**config.mk**
```make
export PLATFORM = sky130hd
export DESIGN_NAME = stream_mux_flat
export DESIGN_NICKNAME = d
export VERILOG_FILES = /design/src/rtl/stream_mux_if.sv /design/src/rtl/stream_mux.sv /design/src/flat_wrapper.sv
export SDC_FILE = /design/constraint.sdc
export NUM_CORES = 2
export LEC_CHECK = 0
export ABC_AREA = 1
export CORE_AREA = 2 2 741 743
export CTS_CLUSTER_DIAMETER = 50
export DETAILED_ROUTE_END_ITERATION = 8
export DIE_AREA = 0 0 743 745
export RECOVER_POWER = 50
export SETUP_SLACK_MARGIN = 0.5
export SYNTH_ARGS = -nofsm -noshare
export SYNTH_HDL_FRONTEND = slang
export SYNTH_SLANG_ARGS = --single-unit
export TNS_END_PERCENT = 10
```
**constraint.sdc**
```tcl
create_clock -name clk -period 28.6 [get_ports clk]
set_input_delay 4.29 -clock clk [delete_from_list [all_inputs] [get_ports clk]]
set_output_delay 4.29 -clock clk [all_outputs]
set_load 0.01 [all_outputs]
```
**src/rtl/stream_mux_if.sv**
```systemverilog
`default_nettype none
`timescale 1ns/1ps
// ============================================================================
// Module      : stream_mux_if
// Description : Bundle of the handshake and statistics signals of stream_mux.
//               Packet, metadata and user inputs come in; the merged stream
//               and the statistics counters go out.
//               slave  : the mux itself
//               master : the environment around the mux (sources, sink)
// Revision    : 1.0 - initial release
// ============================================================================
interface stream_mux_if #(
  parameter int DATA_W  = 512,
  parameter int EMPTY_W = 6,
  parameter int META_W  = 256
);
  // Packet source
  logic [DATA_W-1:0]  in_pkt_data;
  logic               in_pkt_valid;
  logic               in_pkt_sop;
  logic               in_pkt_eop;
  logic [EMPTY_W-1:0] in_pkt_empty;
  logic               in_pkt_ready;
  // Metadata source, one word per packet
  logic [META_W-1:0]  in_meta_data;
  logic               in_meta_valid;
  logic               in_meta_ready;
  // User source
  logic [DATA_W-1:0]  in_usr_data;
  logic               in_usr_valid;
  logic               in_usr_sop;
  logic               in_usr_eop;
  logic [EMPTY_W-1:0] in_usr_empty;
  logic               in_usr_ready;
  // Merged output
  logic [DATA_W-1:0]  out_data;
  logic               out_valid;
  logic               out_sop;
  logic               out_eop;
  logic [EMPTY_W-1:0] out_empty;
  logic               out_ready;
  logic               out_almost_full;
  // Statistics
  logic [31:0]        stat_pkt_cnt;
  logic [31:0]        stat_usr_cnt;
  logic [31:0]        stat_err_cnt;

  modport slave (
    input  in_pkt_data, in_pkt_valid, in_pkt_sop, in_pkt_eop, in_pkt_empty,
    output in_pkt_ready,
    input  in_meta_data, in_meta_valid,
    output in_meta_ready,
    input  in_usr_data, in_usr_valid, in_usr_sop, in_usr_eop, in_usr_empty,
    output in_usr_ready,
    output out_data, out_valid, out_sop, out_eop, out_empty,
    input  out_ready, out_almost_full,
    output stat_pkt_cnt, stat_usr_cnt, stat_err_cnt
  );

  modport master (
    output in_pkt_data, in_pkt_valid, in_pkt_sop, in_pkt_eop, in_pkt_empty,
    input  in_pkt_ready,
    output in_meta_data, in_meta_valid,
    input  in_meta_ready,
    output in_usr_data, in_usr_valid, in_usr_sop, in_usr_eop, in_usr_empty,
    input  in_usr_ready,
    input  out_data, out_valid, out_sop, out_eop, out_empty,
    output out_ready, out_almost_full,
    input  stat_pkt_cnt, stat_usr_cnt, stat_err_cnt
  );
endinterface
`default_nettype wire

```
**src/rtl/stream_mux.sv**
```systemverilog
`default_nettype none
`timescale 1ns/1ps
// ============================================================================
// Module      : stream_mux
// Description : Merges a packet stream (with one metadata word per packet)
//               and a user stream into one output stream. Every output frame
//               is a header flit (tag + metadata) followed by the payload of
//               one input packet. Round-robin arbitration between sources,
//               single registered output stage, saturating statistics.
// Ports       : clk, rst (async, active-high)
//               bus (stream_mux_if.slave) - all stream and statistics signals
// Revision    : 1.0 - initial release
// ============================================================================
module stream_mux #(
  parameter int DATA_W  = 512,
  parameter int EMPTY_W = 6,
  parameter int META_W  = 256   // must not exceed DATA_W-2
) (
  input  logic          clk,
  input  logic          rst,
  stream_mux_if.slave   bus
);

  typedef enum logic [1:0] {
    S_IDLE     = 2'd0,
    S_PKT_BODY = 2'd1,
    S_USR_BODY = 2'd2
  } state_t;

  localparam logic [1:0] c_TAG_PKT = 2'b01;
  localparam logic [1:0] c_TAG_USR = 2'b10;

  state_t             r_state;
  state_t             w_state_nxt;
  logic               r_last_pkt;   // 1: last grant went to the packet source
  logic               r_first;      // next body flit is the frame's own sop flit

  logic               r_out_valid;
  logic [DATA_W-1:0]  r_out_data;
  logic               r_out_sop;
  logic               r_out_eop;
  logic [EMPTY_W-1:0] r_out_empty;

  logic [31:0]        r_pkt_cnt;
  logic [31:0]        r_usr_cnt;
  logic [31:0]        r_err_cnt;

  logic               w_ld;
  logic               w_pkt_elig, w_usr_elig;
  logic               w_grant_pkt, w_grant_usr;
  logic               w_pkt_acc, w_usr_acc;
  logic               w_pkt_drop, w_usr_drop;
  logic               w_pkt_ready, w_usr_ready, w_meta_ready;
  logic [1:0]         w_err_inc;
  logic [DATA_W-1:0]  w_hdr_pkt, w_hdr_usr;

  assign w_ld       = !r_out_valid || bus.out_ready;
  assign w_pkt_elig = bus.in_pkt_valid && bus.in_pkt_sop && bus.in_meta_valid
                      && !bus.out_almost_full;
  assign w_usr_elig = bus.in_usr_valid && bus.in_usr_sop && !bus.out_almost_full;

  always_comb begin
    w_hdr_pkt                   = '0;
    w_hdr_pkt[DATA_W-1 -: 2]    = c_TAG_PKT;
    w_hdr_pkt[META_W-1:0]       = bus.in_meta_data;
    w_hdr_usr                   = '0;
    w_hdr_usr[DATA_W-1 -: 2]    = c_TAG_USR;
  end

  always_comb begin
    w_state_nxt  = r_state;
    w_grant_pkt  = 1'b0;
    w_grant_usr  = 1'b0;
    w_pkt_acc    = 1'b0;
    w_usr_acc    = 1'b0;
    w_pkt_drop   = 1'b0;
    w_usr_drop   = 1'b0;
    w_pkt_ready  = 1'b0;
    w_usr_ready  = 1'b0;
    w_meta_ready = 1'b0;
    case (r_state)
      S_IDLE: begin
        // A non-sop flit at the head of a source is a framing error: drain it
        // without producing output, independent of the output stage.
        w_pkt_drop  = bus.in_pkt_valid && !bus.in_pkt_sop;
        w_usr_drop  = bus.in_usr_valid && !bus.in_usr_sop;
        w_pkt_ready = w_pkt_drop;
        w_usr_ready = w_usr_drop;
        if (w_ld) begin
          if (w_pkt_elig && (!w_usr_elig || !r_last_pkt)) begin
            w_grant_pkt = 1'b1;
            w_state_nxt = S_PKT_BODY;
          end else if (w_usr_elig) begin
            w_grant_usr = 1'b1;
            w_state_nxt = S_USR_BODY;
          end
        end
        // The sop flit itself stays queued; only the metadata is popped.
        w_meta_ready = w_grant_pkt;
      end
      S_PKT_BODY: begin
        w_pkt_ready = w_ld;
        w_pkt_acc   = w_ld && bus.in_pkt_valid;
        if (w_pkt_acc && bus.in_pkt_eop) w_state_nxt = S_IDLE;
      end
      S_USR_BODY: begin
        w_usr_ready = w_ld;
        w_usr_acc   = w_ld && bus.in_usr_valid;
        if (w_usr_acc && bus.in_usr_eop) w_state_nxt = S_IDLE;
      end
      default: w_state_nxt = S_IDLE;
    endcase
  end

  // A sop inside a body is an error unless it is the frame's own first flit.
  assign w_err_inc = {1'b0, w_pkt_drop} + {1'b0, w_usr_drop}
                   + {1'b0, w_pkt_acc && bus.in_pkt_sop && !r_first}
                   + {1'b0, w_usr_acc && bus.in_usr_sop && !r_first};

  function automatic logic [31:0] sat_add(input logic [31:0] a, input logic [1:0] b);
    logic [32:0] s;
    s = {1'b0, a} + {31'b0, b};
    return s[32] ? 32'hFFFF_FFFF : s[31:0];
  endfunction

  always_ff @(posedge clk or posedge rst) begin
    if (rst) begin
      r_state     <= S_IDLE;
      r_last_pkt  <= 1'b0;
      r_first     <= 1'b0;
      r_out_valid <= 1'b0;
      r_out_data  <= '0;
      r_out_sop   <= 1'b0;
      r_out_eop   <= 1'b0;
      r_out_empty <= '0;
      r_pkt_cnt   <= '0;
      r_usr_cnt   <= '0;
      r_err_cnt   <= '0;
    end else begin
      r_state <= w_state_nxt;
      if (w_grant_pkt) r_last_pkt <= 1'b1;
      else if (w_grant_usr) r_last_pkt <= 1'b0;
      if (w_grant_pkt || w_grant_usr) r_first <= 1'b1;
      else if (w_pkt_acc || w_usr_acc) r_first <= 1'b0;

      if (w_ld) begin
        r_out_valid <= w_grant_pkt || w_grant_usr || w_pkt_acc || w_usr_acc;
        if (w_grant_pkt || w_grant_usr) begin
          r_out_data  <= w_grant_pkt ? w_hdr_pkt : w_hdr_usr;
          r_out_sop   <= 1'b1;
          r_out_eop   <= 1'b0;
          r_out_empty <= '0;
        end else if (w_pkt_acc) begin
          r_out_data  <= bus.in_pkt_data;
          r_out_sop   <= 1'b0;
          r_out_eop   <= bus.in_pkt_eop;
          r_out_empty <= bus.in_pkt_empty;
        end else if (w_usr_acc) begin
          r_out_data  <= bus.in_usr_data;
          r_out_sop   <= 1'b0;
          r_out_eop   <= bus.in_usr_eop;
          r_out_empty <= bus.in_usr_empty;
        end
      end

      r_pkt_cnt <= sat_add(r_pkt_cnt, {1'b0, w_pkt_acc && bus.in_pkt_eop});
      r_usr_cnt <= sat_add(r_usr_cnt, {1'b0, w_usr_acc && bus.in_usr_eop});
      r_err_cnt <= sat_add(r_err_cnt, w_err_inc);
    end
  end

  // Readies are forced low while reset is held.
  assign bus.in_pkt_ready  = w_pkt_ready  && !rst;
  assign bus.in_usr_ready  = w_usr_ready  && !rst;
  assign bus.in_meta_ready = w_meta_ready && !rst;

  assign bus.out_valid    = r_out_valid;
  assign bus.out_data     = r_out_data;
  assign bus.out_sop      = r_out_sop;
  assign bus.out_eop      = r_out_eop;
  assign bus.out_empty    = r_out_empty;
  assign bus.stat_pkt_cnt = r_pkt_cnt;
  assign bus.stat_usr_cnt = r_usr_cnt;
  assign bus.stat_err_cnt = r_err_cnt;

endmodule
`default_nettype wire

```
**src/flat_wrapper.sv**
```systemverilog
// flat-port wrapper written by rule: the top's interface ports become plain ports
module stream_mux_flat 
#(
  parameter int DATA_W  = 512,
  parameter int EMPTY_W = 6,
  parameter int META_W  = 256                              
)
  (clk, rst, bus_in_pkt_data, bus_in_pkt_valid, bus_in_pkt_sop, bus_in_pkt_eop, bus_in_pkt_empty, bus_in_pkt_ready, bus_in_meta_data, bus_in_meta_valid, bus_in_meta_ready, bus_in_usr_data, bus_in_usr_valid, bus_in_usr_sop, bus_in_usr_eop, bus_in_usr_empty, bus_in_usr_ready, bus_out_data, bus_out_valid, bus_out_sop, bus_out_eop, bus_out_empty, bus_out_ready, bus_out_almost_full, bus_stat_pkt_cnt, bus_stat_usr_cnt, bus_stat_err_cnt);
  stream_mux_if #(.DATA_W(DATA_W), .EMPTY_W(EMPTY_W), .META_W(META_W)) bus_i ();
  input  logic clk;
  input  logic rst;
  input wire logic [$bits(bus_i.in_pkt_data)-1:0] bus_in_pkt_data;
  input wire logic [$bits(bus_i.in_pkt_valid)-1:0] bus_in_pkt_valid;
  input wire logic [$bits(bus_i.in_pkt_sop)-1:0] bus_in_pkt_sop;
  input wire logic [$bits(bus_i.in_pkt_eop)-1:0] bus_in_pkt_eop;
  input wire logic [$bits(bus_i.in_pkt_empty)-1:0] bus_in_pkt_empty;
  output wire logic [$bits(bus_i.in_pkt_ready)-1:0] bus_in_pkt_ready;
  input wire logic [$bits(bus_i.in_meta_data)-1:0] bus_in_meta_data;
  input wire logic [$bits(bus_i.in_meta_valid)-1:0] bus_in_meta_valid;
  output wire logic [$bits(bus_i.in_meta_ready)-1:0] bus_in_meta_ready;
  input wire logic [$bits(bus_i.in_usr_data)-1:0] bus_in_usr_data;
  input wire logic [$bits(bus_i.in_usr_valid)-1:0] bus_in_usr_valid;
  input wire logic [$bits(bus_i.in_usr_sop)-1:0] bus_in_usr_sop;
  input wire logic [$bits(bus_i.in_usr_eop)-1:0] bus_in_usr_eop;
  input wire logic [$bits(bus_i.in_usr_empty)-1:0] bus_in_usr_empty;
  output wire logic [$bits(bus_i.in_usr_ready)-1:0] bus_in_usr_ready;
  output wire logic [$bits(bus_i.out_data)-1:0] bus_out_data;
  output wire logic [$bits(bus_i.out_valid)-1:0] bus_out_valid;
  output wire logic [$bits(bus_i.out_sop)-1:0] bus_out_sop;
  output wire logic [$bits(bus_i.out_eop)-1:0] bus_out_eop;
  output wire logic [$bits(bus_i.out_empty)-1:0] bus_out_empty;
  input wire logic [$bits(bus_i.out_ready)-1:0] bus_out_ready;
  input wire logic [$bits(bus_i.out_almost_full)-1:0] bus_out_almost_full;
  output wire logic [$bits(bus_i.stat_pkt_cnt)-1:0] bus_stat_pkt_cnt;
  output wire logic [$bits(bus_i.stat_usr_cnt)-1:0] bus_stat_usr_cnt;
  output wire logic [$bits(bus_i.stat_err_cnt)-1:0] bus_stat_err_cnt;
  assign bus_i.in_pkt_data = bus_in_pkt_data;
  assign bus_i.in_pkt_valid = bus_in_pkt_valid;
  assign bus_i.in_pkt_sop = bus_in_pkt_sop;
  assign bus_i.in_pkt_eop = bus_in_pkt_eop;
  assign bus_i.in_pkt_empty = bus_in_pkt_empty;
  assign bus_in_pkt_ready = bus_i.in_pkt_ready;
  assign bus_i.in_meta_data = bus_in_meta_data;
  assign bus_i.in_meta_valid = bus_in_meta_valid;
  assign bus_in_meta_ready = bus_i.in_meta_ready;
  assign bus_i.in_usr_data = bus_in_usr_data;
  assign bus_i.in_usr_valid = bus_in_usr_valid;
  assign bus_i.in_usr_sop = bus_in_usr_sop;
  assign bus_i.in_usr_eop = bus_in_usr_eop;
  assign bus_i.in_usr_empty = bus_in_usr_empty;
  assign bus_in_usr_ready = bus_i.in_usr_ready;
  assign bus_out_data = bus_i.out_data;
  assign bus_out_valid = bus_i.out_valid;
  assign bus_out_sop = bus_i.out_sop;
  assign bus_out_eop = bus_i.out_eop;
  assign bus_out_empty = bus_i.out_empty;
  assign bus_i.out_ready = bus_out_ready;
  assign bus_i.out_almost_full = bus_out_almost_full;
  assign bus_stat_pkt_cnt = bus_i.stat_pkt_cnt;
  assign bus_stat_usr_cnt = bus_i.stat_usr_cnt;
  assign bus_stat_err_cnt = bus_i.stat_err_cnt;
  stream_mux #(.DATA_W(DATA_W), .EMPTY_W(EMPTY_W), .META_W(META_W)) u_core (.clk(clk), .rst(rst), .bus(bus_i));
endmodule
```
### Word level (Yosys, flattened, before mapping)

Index checks and enable logic that the tools add are counted.

* register bits after elaboration: 621
* word-level logic and storage cells: 103
* input bits: 1303
* output and inout port bits: 620

* equal/unequal tests: 6
* reduce and logical (&&, ||, !) cells: 41
* muxes and demuxes: 39
* add/subtract/negate cells: 6

Operators by type and width (number)
* $mux 512: 4
* $mux 32: 3
* $add 32x1->33: 2
* $add 32x2->33: 1
* $logic_and 1x1->1: 21
* $mux 1: 21
* $mux 6: 3
* $mux 2: 5
* $logic_not 1->1: 8
* $logic_or 1x1->1: 6
* $ne 2x1->1 const B: 3
* $pmux 2 s3: 1
* $add 2x1->2: 2
* $pmux 1 s2: 2
* $reduce_and 4->1: 1
* $reduce_bool 2->1: 2
* $ne 3x1->1 const B: 1
* $reduce_bool 3->1: 1
* $add 1x1->2: 1
* $eq 2x1->1 const B: 1
* $eq 2x2->1 const B: 1
* $logic_not 2->1: 1
* $reduce_and 2->1: 1

### Depth between registers and ports, before layout

* depth in word-level cells: 11
* gate-level depth with buffers: 20
* mapped depth without buffers: 17

### Least setup slack after synthesis

OpenSTA, ideal clock, no wires.

* kind: input to output
* start: input port bus_out_ready
* end: output port bus_in_pkt_ready
* data required time: 24310 ps
* path slack: 18961 ps
* cell stages on the path: 7
* path buffers: 3
* data arrival time: 5349 ps
* cell sequence: inv_1 > nand2_1 > buf_2 > buf_2 > buf_1 > nand2_1 > a21oi_1

* cells in the longest elaborated chain, start to end: 3

RTL lines
* start, declared: line flat_wrapper.sv:32 `input wire logic [$bits(bus_i.out_ready)-1:0] bus_out_ready;`
* $logic_or 1x1->1: line stream_mux.sv:57 `assign w_ld = !r_out_valid || bus.out_ready;`
* $pmux 1 s2: line stream_mux.sv:81 `case (r_state)`
* $logic_and 1x1->1: line stream_mux.sv:173 `assign bus.in_pkt_ready = w_pkt_ready && !rst;`
* end, declared: line flat_wrapper.sv:17 `output wire logic [$bits(bus_i.in_pkt_ready)-1:0] bus_in_pkt_ready;`

No other way between the ends.

### Final worst setup path

* start: input port bus_out_ready
* end: register u_core.r_out_data[17] (netlist: u_core.bus.out_data[17])

* cells in the longest elaborated chain, start to end: 6
* elaborated cells on any way between the ends: 15

RTL lines
* $logic_or 1x1->1 (*): line stream_mux.sv:57
* $mux 1: line stream_mux.sv:89 `if (w_ld) begin`
* $mux 1: line stream_mux.sv:81
* $logic_or 1x1->1: line stream_mux.sv:148 `if (w_grant_pkt || w_grant_usr) begin`
* $reduce_bool 3->1 (no line)
* $reduce_and 2->1 (no line)
* end signal, assigned: line stream_mux.sv:149 `r_out_data <= w_grant_pkt ? w_hdr_pkt : w_hdr_usr;`
* end signal, assigned: line stream_mux.sv:154 `r_out_data <= bus.in_pkt_data;`
* end signal, assigned: line stream_mux.sv:159 `r_out_data <= bus.in_usr_data;`
* end, declared: line stream_mux.sv:39 `logic [DATA_W-1:0] r_out_data;`

Mark *: on every way between the ends. The rest lies on a longest branch, timed or not.
A chain may end at the register's enable or synchronous reset.

==> impl_results.md <==
* Boundary Pins at 1923
* Synth async-reset ratio at 100%
* Synth cell types at 24
* Syn Area/Cell at 6.46 µm²
* WP data required at 29.34 ns
* PD cells at 82.7 nW/µm²
* Cell at the root of the clock tree: clkbuf_16
* CTS Hold Bufs at 0
* #FFs+latches synth at 621
* Maximum clock frequency at 0.0619 GHz
* Post-detailed-placement cell area at 65800 µm²
* Design area at 70900 µm²
* DRC Markers at 0
* Seq/Total Area, Yosys at 40.1%
* Max Cap Viol at 14
* P&R area growth vs syn at 83.0%
* # setup viols final at 0
* Total GRT Usage at 17.0%
* NumNets Final at 8987
* Fin crit period at 16.15 ns
* CTS Buf Count at 142
* Worst min path class: reg2reg
* Die Ht at 745 µm
* Worst-path clk slew at 0.05 ns
* Syn Nets at 7311
* PnR worst setup slack at 12.45 ns
* PortBufs at 1922
* Pin count of the biggest net entering global routing at 133
* Total gr overflow at 0
* Clock H-tree levels at 4
* Core Region at 546000 µm²
* Slew at the pin closest to its max-slew limit at 7.84 ns
* Area taken by multi-input logic gates at 19000 µm²
* Violated checks: max-capacitance violations, max-slew violations
* Mapped Area at 38700 µm²
* CP Launch Type: primary input
* Primary FF master, synth: dfrtp_1
* Inst Count DP at 14800
* Synth top area cells: dfrtp_1 40%, nand2_1 23%, nand3_1 18%
* Syn Inst Count at 5999
* YS warnings at 0
* Critical path type: in2reg
* Clock Skew at 0.145 ns
* CP Capture Type: flip-flop
* Vias in the first global route at 49300
* Final period utilization at 56.5%
* RSZ-0062 raised after global routing: false
* TritonCTS clock tree: done
* Hpwl dp at 424000 µm
* Hold Fails Final Rpt at 0
* Number of iterations in the first detailed-routing pass at 6
* Worst slew margin at -423%
* Most frequent cells after synthesis: 2388 x nand2_1, 1389 x nand3_1, 621 x dfrtp_1, 598 x inv_1, 264 x nand4_1
* Post-Layout Cell Count at 15200
* Crit-path max FO at 79
* Pleak at 32.9 nW
* Initial antenna violation count at 448
* Clock Sinks at 621
* Dominant cell type by area after synthesis: dfrtp_1
* Arrival @ worst endpoint at 16.90 ns
* Antenna-violating nets left at 0
* Reg area at 15500 µm²
* Clk Latency, worst-skew pair at 0.90 ns
* Post-synth EDFFs at 0
* Die outline area at 554000 µm²
* Peak supply drop at 0.0000601 V
* First-pass GRT wire length at 598000 µm
* FILL cells at 63300
* Top-count cell post-synth: nand2_1
* Via count at 51800
* Vias per cell at 3.41
* Layout cells sized above 1 at 4.10%
* Synth top area share at 40.1%
* Die span in x at 743 µm
* CTS max path bufs at 4
* TNS Setup at 0 ns
* Post-place setup slack at 17.48 ns
* Total wire length at 491000 µm
* Row cnt at 272
* Post-CTS resize count at 0
* Outcome: complete, but fails checks
* # Post-CTS Setup Buffers at 0
* Drt wl/cell at 32.4 µm
* Slew Viols, Final at 758
* Global placer's final weighted congestion at 1.00
* DR iter-0 viols at 5386
* Initial core utilization at 7.09%
-- critical path, stage by stage --
cell and delay (ns):
dlygate4sd3_1 0.52, inv_1 0.05, nand2_1 0.49, clkbuf_1 2.40, nand3_1 0.90, nand2_1 0.87
clkinvlp_2 2.90, nand2_8 2.05, buf_4 0.67, buf_4 0.55, buf_4 0.72, nand2_1 0.15
nand2_1 0.10
-- final cells by class --
type / instances / share of cell area [%]
clock buffer: 184 / 5.62
inverter: 603 / 3.22
tap: 7261 / 12.8
multi-input combinational: 4309 / 26.8
clock inverter: 66 / 1.35
sequential: 621 / 21.9
antenna: 129 / 0.455
timing repair buffer: 1998 / 27.9
-- metrics by stage --
| step | total power, W | utilization (%) | hold slack (ns) |
|---|---|---|---|
| after floorplan | 0.00232 | - | 0.442 |
| after global placement | 0.00422 | 12.0 | 0.489 |
| after detailed placement | 0.00423 | 12.0 | 0.493 |
| after CTS | 0.00605 | 13.0 | 0.505 |
| after global routing | 0.00619 | 13.0 | 0.517 |
| final | 0.00586 | 13.0 | 0.494 |
-- cell families (layout without fill, tap and decap cells) --
logic type               count (synthesis)  count (layout)  synth area share (%)
adder cells (fa/ha/maj)                  9               9                 0.329
AO/OA/AOI/OAI                           26              26                 0.336
buffers and inverters                 1069            2851                  10.9
XOR/XNOR                                20              20                 0.452
flip-flops                             621             621                  40.1
AND/OR/NAND/NOR                       4254            4254                  47.9
other                                    0             129                     0
-- cell usage in the layout, fill, tap and decap left out, types with 2 or more instances in the layout --
master	n
xor2_1	13
clkinv_4	9
buf_4	63
buf_12	4
clkbuf_1	39
clkinvlp_2	2
clkinv_8	2
o21ai_0	24
inv_6	9
nand2_1	2389
or2_2	10
bufinv_16	17
dlygate4sd3_1	499
fa_1	2
clkdlybuf4s50_1	1409
clkbuf_8	23
nand3_1	1390
nand3b_1	34
xnor2_1	7
dfrtp_1	621
clkinv_16	3
clkbuf_16	144
a21oi_1	2
clkinv_2	16
clkinvlp_4	9
nand4_1	264
inv_1	597
inv_8	2
nor2_1	162
nor3_1	3
diode_2	129
inv_2	2
ha_1	7
-- metal layers --
metal,part of all wire (%),vias up,routed length (µm),GRT usage [%]
li1,-,22700,-,-
met5,0.19,-,943,0
met3,14,1072,69600,9.86
met1,37,24800,181000,18.8
met4,5.7,138,27900,8.28
met2,43,3155,212000,26.0
-- final timing paths --
kind,from,endpoint,slack [ns],cells after the start
max,bus_out_ready,u_core.bus.out_data[17]$_DFFE_PP0P_,12.45,13
min,u_core.bus.out_data[503]$_DFFE_PP0P_,u_core.bus.out_data[503]$_DFFE_PP0P_,0.49,2
max reg2reg,u_core.bus.out_valid$_DFFE_PP0N_,u_core.bus.out_data[17]$_DFFE_PP0P_,16.03,11
min reg2reg,u_core.bus.out_data[503]$_DFFE_PP0P_,u_core.bus.out_data[503]$_DFFE_PP0P_,0.49,2
max in group asynchronous,rst,u_core.bus.out_data[327]$_DFFE_PP0P_,14.47,3
min in group asynchronous,rst,u_core.r_state[0]$_DFFE_PP0P_,5.30,2
-- power breakdown --
group	total, W	internal [W]	switching (W)
Sequential	0.00139	0.00119	0.000203
Combinational	0.00270	0.000866	0.00183
Clock	0.00177	0.00114	0.000635
-- state kept, by name, indices dropped and copies added (netlist names) --
register	count
u_core.bus.stat_usr_cnt	32
u_core.bus.out_eop	1
u_core.r_last_pkt	1
u_core.bus.out_sop	1
u_core.bus.out_valid	1
u_core.r_first	1
u_core.bus.stat_pkt_cnt	32
u_core.bus.stat_err_cnt	32
u_core.r_state	2
u_core.bus.out_data	512
u_core.bus.out_empty	6
Note: power is estimated with default switching activity, not from simulation.
